[src/rtl/uart_tx_mmio.sv]
// Memory-mapped 8N1 UART transmitter: cpu stores fill a TX FIFO that a
// bit-serial FSM drains onto tx; loads return status/divisor one cycle later.
module uart_tx_mmio #(
   parameter logic [31:0] BASE_ADDR   = 32'h1000_0000,
   parameter int          FIFO_DEPTH  = 8,
   parameter logic [15:0] DEFAULT_DIV = 16'd434
) (
   input  logic        clk,
   input  logic        rst,
   input  logic [31:0] data_addr,
   input  logic [31:0] data_wr,
   input  logic [3:0]  data_wr_en,
   output logic [31:0] data_rd,
   output logic        tx,
   output logic        irq_empty
);

   localparam int AW = $clog2(FIFO_DEPTH);

   typedef enum logic [1:0] {S_IDLE, S_START, S_DATA, S_STOP} state_t;

   state_t      state_q, state_d;
   logic [15:0] cnt_q, cnt_d;
   logic [2:0]  bc_q, bc_d;
   logic [7:0]  byte_q, byte_d;
   logic [15:0] div_eff_q, div_eff_d;
   logic        tx_q, tx_d;
   logic [AW:0] wptr_q, wptr_d, rptr_q, rptr_d;
   logic        overflow_q, overflow_d;
   logic [15:0] div_q, div_d;
   logic [31:0] rd_q, rd_d;
   logic [7:0]  mem_q [FIFO_DEPTH];

   logic        sel, push_req, push_ok, pop, ovf_clr;
   logic [1:0]  offset;
   logic        empty, full, busy;
   logic [15:0] div_sel;
   logic        unused_ok;

   assign unused_ok = ^{data_addr[1:0], data_wr[31:16], data_wr_en[3:2]};

   always_comb begin
      sel      = (data_addr[31:4] == BASE_ADDR[31:4]);
      offset   = data_addr[3:2];
      empty    = (wptr_q == rptr_q);
      full     = (wptr_q[AW] != rptr_q[AW]) && (wptr_q[AW-1:0] == rptr_q[AW-1:0]);
      busy     = (state_q != S_IDLE);
      // Full is judged before any same-cycle pop, so such a push is dropped.
      push_req = sel && (offset == 2'd0) && data_wr_en[0];
      push_ok  = push_req && !full;
      ovf_clr  = sel && (offset == 2'd1) && data_wr_en[0] && data_wr[3];
      div_sel  = (div_q < 16'd2) ? 16'd2 : div_q;
   end

   always_comb begin
      state_d   = state_q;
      cnt_d     = cnt_q;
      bc_d      = bc_q;
      byte_d    = byte_q;
      div_eff_d = div_eff_q;
      tx_d      = tx_q;
      pop       = 1'b0;
      case (state_q)
         S_IDLE: begin
            tx_d = 1'b1;
            if (!empty) begin
               pop       = 1'b1;
               byte_d    = mem_q[rptr_q[AW-1:0]];
               div_eff_d = div_sel;
               cnt_d     = div_sel - 16'd1;
               tx_d      = 1'b0;
               state_d   = S_START;
            end
         end
         S_START: begin
            if (cnt_q == 16'd0) begin
               tx_d    = byte_q[0];
               bc_d    = 3'd0;
               cnt_d   = div_eff_q - 16'd1;
               state_d = S_DATA;
            end else begin
               cnt_d = cnt_q - 16'd1;
            end
         end
         S_DATA: begin
            if (cnt_q == 16'd0) begin
               cnt_d = div_eff_q - 16'd1;
               if (bc_q == 3'd7) begin
                  tx_d    = 1'b1;
                  state_d = S_STOP;
               end else begin
                  bc_d = bc_q + 3'd1;
                  tx_d = byte_q[bc_q + 3'd1];
               end
            end else begin
               cnt_d = cnt_q - 16'd1;
            end
         end
         S_STOP: begin
            if (cnt_q == 16'd0) begin
               // Chain straight into the next start bit to avoid an idle gap.
               if (!empty) begin
                  pop       = 1'b1;
                  byte_d    = mem_q[rptr_q[AW-1:0]];
                  div_eff_d = div_sel;
                  cnt_d     = div_sel - 16'd1;
                  tx_d      = 1'b0;
                  state_d   = S_START;
               end else begin
                  state_d = S_IDLE;
               end
            end else begin
               cnt_d = cnt_q - 16'd1;
            end
         end
         default: begin
            state_d = S_IDLE;
            tx_d    = 1'b1;
         end
      endcase
   end

   always_comb begin
      wptr_d     = wptr_q + {{AW{1'b0}}, push_ok};
      rptr_d     = rptr_q + {{AW{1'b0}}, pop};
      overflow_d = overflow_q;
      if (push_req && full) overflow_d = 1'b1;
      else if (ovf_clr)     overflow_d = 1'b0;
      div_d = div_q;
      if (sel && (offset == 2'd2)) begin
         if (data_wr_en[0]) div_d[7:0]  = data_wr[7:0];
         if (data_wr_en[1]) div_d[15:8] = data_wr[15:8];
      end
      rd_d = 32'h0;
      if (sel) begin
         case (offset)
            2'd1:    rd_d = {28'h0, overflow_q, busy, empty, full};
            2'd2:    rd_d = {16'h0, div_q};
            default: rd_d = 32'h0;
         endcase
      end
   end

   always_ff @(posedge clk or posedge rst) begin
      if (rst) begin
         state_q    <= S_IDLE;
         cnt_q      <= 16'd0;
         bc_q       <= 3'd0;
         byte_q     <= 8'd0;
         div_eff_q  <= 16'd2;
         tx_q       <= 1'b1;
         wptr_q     <= '0;
         rptr_q     <= '0;
         overflow_q <= 1'b0;
         div_q      <= DEFAULT_DIV;
         rd_q       <= 32'h0;
      end else begin
         state_q    <= state_d;
         cnt_q      <= cnt_d;
         bc_q       <= bc_d;
         byte_q     <= byte_d;
         div_eff_q  <= div_eff_d;
         tx_q       <= tx_d;
         wptr_q     <= wptr_d;
         rptr_q     <= rptr_d;
         overflow_q <= overflow_d;
         div_q      <= div_d;
         rd_q       <= rd_d;
      end
   end

   // FIFO storage needs no reset; pointers alone define its contents.
   always_ff @(posedge clk) begin
      if (push_ok) mem_q[wptr_q[AW-1:0]] <= data_wr[7:0];
   end

   assign data_rd   = rd_q;
   assign tx        = tx_q;
   assign irq_empty = empty && !busy;

endmodule

[config.mk]
export PLATFORM = sky130hd
export DESIGN_NAME = uart_tx_mmio
export DESIGN_NICKNAME = d
export VERILOG_FILES = /design/src/rtl/uart_tx_mmio.sv
export SDC_FILE = /design/constraint.sdc
export NUM_CORES = 1
export LEC_CHECK = 0
export CAP_MARGIN = 10
export CORE_UTILIZATION = 55
export CTS_CLUSTER_DIAMETER = 50
export DETAILED_ROUTE_END_ITERATION = 6
export PLACE_DENSITY = 0.88
export SYNTH_ARGS = -nofsm -noshare
export SYNTH_HDL_FRONTEND = slang
export SYNTH_SLANG_ARGS = --single-unit
[constraint.sdc]
create_clock -name clk -period 4.8 [get_ports clk]
set_clock_uncertainty 0.15 [all_clocks]
set_input_delay 0.48 -clock clk [delete_from_list [all_inputs] [get_ports clk]]
set_output_delay 0.48 -clock clk [all_outputs]
set_load 0.1 [all_outputs]
==> run summary <==
Via count: 5,417
First DRT Iteration DRCs: 524
Hold buffers post-CTS: 0
Fillcell total: 893
Synth Instances: 607
Sequence of cells on the critical path: or4_4 -> nand4bb_4 -> o31ai_4 -> ha_1 -> nor3b_1 -> nand4_1 -> xnor2_1 -> mux2i_1 -> o221ai_1
Largest family of logic cells by synthesized area: simple AND/OR/NAND/NOR gates
Final WL: 18.0 mm
Core ar.: 13,500 sq um
Post-route ant nets: 0
PwrDens: 353 nW/um^2
Clock root cell: clkbuf_16
Fin crit share: 73.2%
Clk pin slew, worst setup/hold paths: 0.06 ns
DP Wirelength: 11.9 mm
Initial core utilization: 57.3%
Cell taking the most area after synthesis: dfrtp_1
CP max stage delay: 0.61 ns
Largest net degree at the start of global routing: 65
Max-Cap Viols: 0
Clk sinks: 151
Setup Slack @ Placement: 1.12 ns
PnR worst setup slack: 1.28 ns
Number of synthesized flops with an enable pin: 64
I/O pin cnt: 104
Synth top area cells: dfrtp_1 26%, edfxtp_1 25%, mux4_2 5.3%
CP max stage cell: or4_4
Compound-Gate Fraction of Synth Area: 8.86%
Layout area overhead: 17.0%
Post-CTS setup buffers: 0
Distinct cells, synth: 72
Mux contribution to synthesized area: 11.9%
Mapped Avg Cell Area: 12.7 sq um
Iteration count of the initial detailed-routing pass: 7
Die Height: 120 microns
PortBufs: 67
FF-to-FF path depth: 9
Commonest non-fill, non-tap cells in the layout: 80 x dfrtp_1, 66 x clkdlybuf4s50_1, 64 x edfxtp_1
Via/cell ratio: 6.31
First-pass GRT wire length: 28.9 mm
Share of the synthesized area in the top cell type: 26.0%
# resized after CTS: 0
Simple-gate share of the synthesized area: 14.4%
Hold Fails Final Rpt: 0
NumNets Final: 758
CTS tree: built
Grt total ovfl: 0
Ys async rst share: 57.6%
Yosys reg bits: 151
Final Core Density: 67.0%
Overall Global Routing Usage: 26.3%
RSZ-0062 raised after global routing: false
Worst-Skew Late Latency: 0.43 ns
Area share of xor/xnor cells in the synthesized design: 4.20%
Diodes inserted: 0
Adder-Cell Fraction of Synth Area: 2.76%
Share of layout cells above drive strength 1: 16.0%
Clock Path Buffers: 2
Vias in the first global route: 5,388
Worst EP required: 4.90 ns
Fmax: 0.284 GHz
H-tree depth: 4
CP Launch Type: register
Worst hold path class: in -> async
Outcome: finished clean
Slew of the pin with the lowest slew margin: 1.03 ns
VDD IR max: 0.000251 V
Setup-failing EPs final: 0
Drt drc: 0
Worst setup EP type: register
CTS Buf Count: 17
Site Rows: 42
Die Area: 14,500 sq um
Crit Path Class: reg -> reg
Static leakage: 0.00363 uW
Syn Std Cell Area: 7710 sq um
Die Width: 120 microns
Routed WL per cell: 21.0 microns
WP data arrival: 3.62 ns
Slew HR: 31.0%
Final min period: 3.52 ns
TNS Setup: 0 ns
Placer congestion estimate: 0.875
CP max FO: 8
Synth Flop Type: dfrtp_1
Slew Limit Fails: 0
Multi-input logic area: 3310 sq um
Seq. cell area: 4110 sq um
Synthesis Warnings: 0
Initial antenna violation count: 0
Seq/Total Area, Yosys: 53.3%
Most common cell after layout, fill and taps aside: dfrtp_1
cell families (layout without fill, tap and decap cells):
family | after synthesis | in the layout
simple gates | 182 | 182
flops | 151 | 151
compound gates | 91 | 91
mux | 65 | 65
buf+inv | 63 | 124
xor+xnor | 37 | 37
fa+ha+maj | 17 | 17
other cells | 1 | 16
registers in the layout, summed over array words and instances (netlist names):
register / count
bc_q: 3
byte_q: 8
cnt_q: 16
data_rd: 16
div_eff_q: 16
div_q: 16
mem_q: 64
overflow_q: 1
rptr_q: 4
state_q: 2
tx: 1
wptr_q: 4
Yosys cell counts, types with 13 or more instances:
cell      count
dfrtp_1      80
edfxtp_1     64
nor2_1       51
xnor2_1      25
a21oi_1      23
mux2_2       23
nor3_1       23
buf_4        19
mux4_2       18
ha_1         17
inv_1        15
and2_1       14
nor4_1       14
mux2i_1      13
nand3_1      13
per-stage QoR:
step	std cells	total power [uW]	instance area [sq um]	hold WS (ns)
4_1_cts	858	3180	8990	0.362
6_report	859	3190	9020	0.176
3_3_place_gp	827	1910	8440	0.327
2_1_floorplan	622	1820	7760	0.316
3_5_place_dp	827	1930	8440	0.332
5_1_grt	859	3280	9020	0.201
layer usage:
| layer | global-route usage (%) | share of wire, % | vias to the layer above | wire [microns] |
|---|---|---|---|---|
| li1 | - | - | 2381 | - |
| met1 | 34.5 | 40 | 2671 | 7190 |
| met2 | 43.1 | 50 | 318 | 9030 |
| met3 | 5.71 | 7.4 | 47 | 1330 |
| met4 | 9.57 | 2.6 | 0 | 474 |
| met5 | 0 | 0 | - | 0 |
critical path, delay by kind of cell, from the launching register on:
kind / cells / cell delay, ns
adder cells (fa/ha/maj): 1 / 0.25
multiplexers: 1 / 0.16
AO/OA/AOI/OAI: 2 / 0.42
AND/OR/NAND/NOR: 4 / 1.68
flip-flops: 1 / 0.49
XOR/XNOR: 1 / 0.20
cell type report:
| type | instances | share of cell area, % |
|---|---|---|
| Clock inverter | 9 | 1.17 |
| Sequential cell | 151 | 45.6 |
| Tap cell | 176 | 2.44 |
| Inverter | 15 | 0.638 |
| Clock buffer | 22 | 4.93 |
| Multi-Input combinational cell | 408 | 36.7 |
| Timing Repair Buffer | 78 | 8.55 |
worst paths after layout:
path | start | to | slack (ns)
worst max-delay path | div_q[11] | cnt_q[12] | 1.28
worst min-delay path | rst | wptr_q[3] | 0.18
worst max register to register | div_q[11] | cnt_q[12] | 1.28
worst min register to register | wptr_q[3] | wptr_q[3] | 0.38
max in group asynchronous | rst | div_q[8] | 3.66
min in group clk | wptr_q[3] | wptr_q[3] | 0.38
report_power, final:
group	internal [uW]	switching [uW]
sequential	1360	14.5
clock	758	506
combinational	185	358
total	2310	879
(Power assumes the default switching activity.)
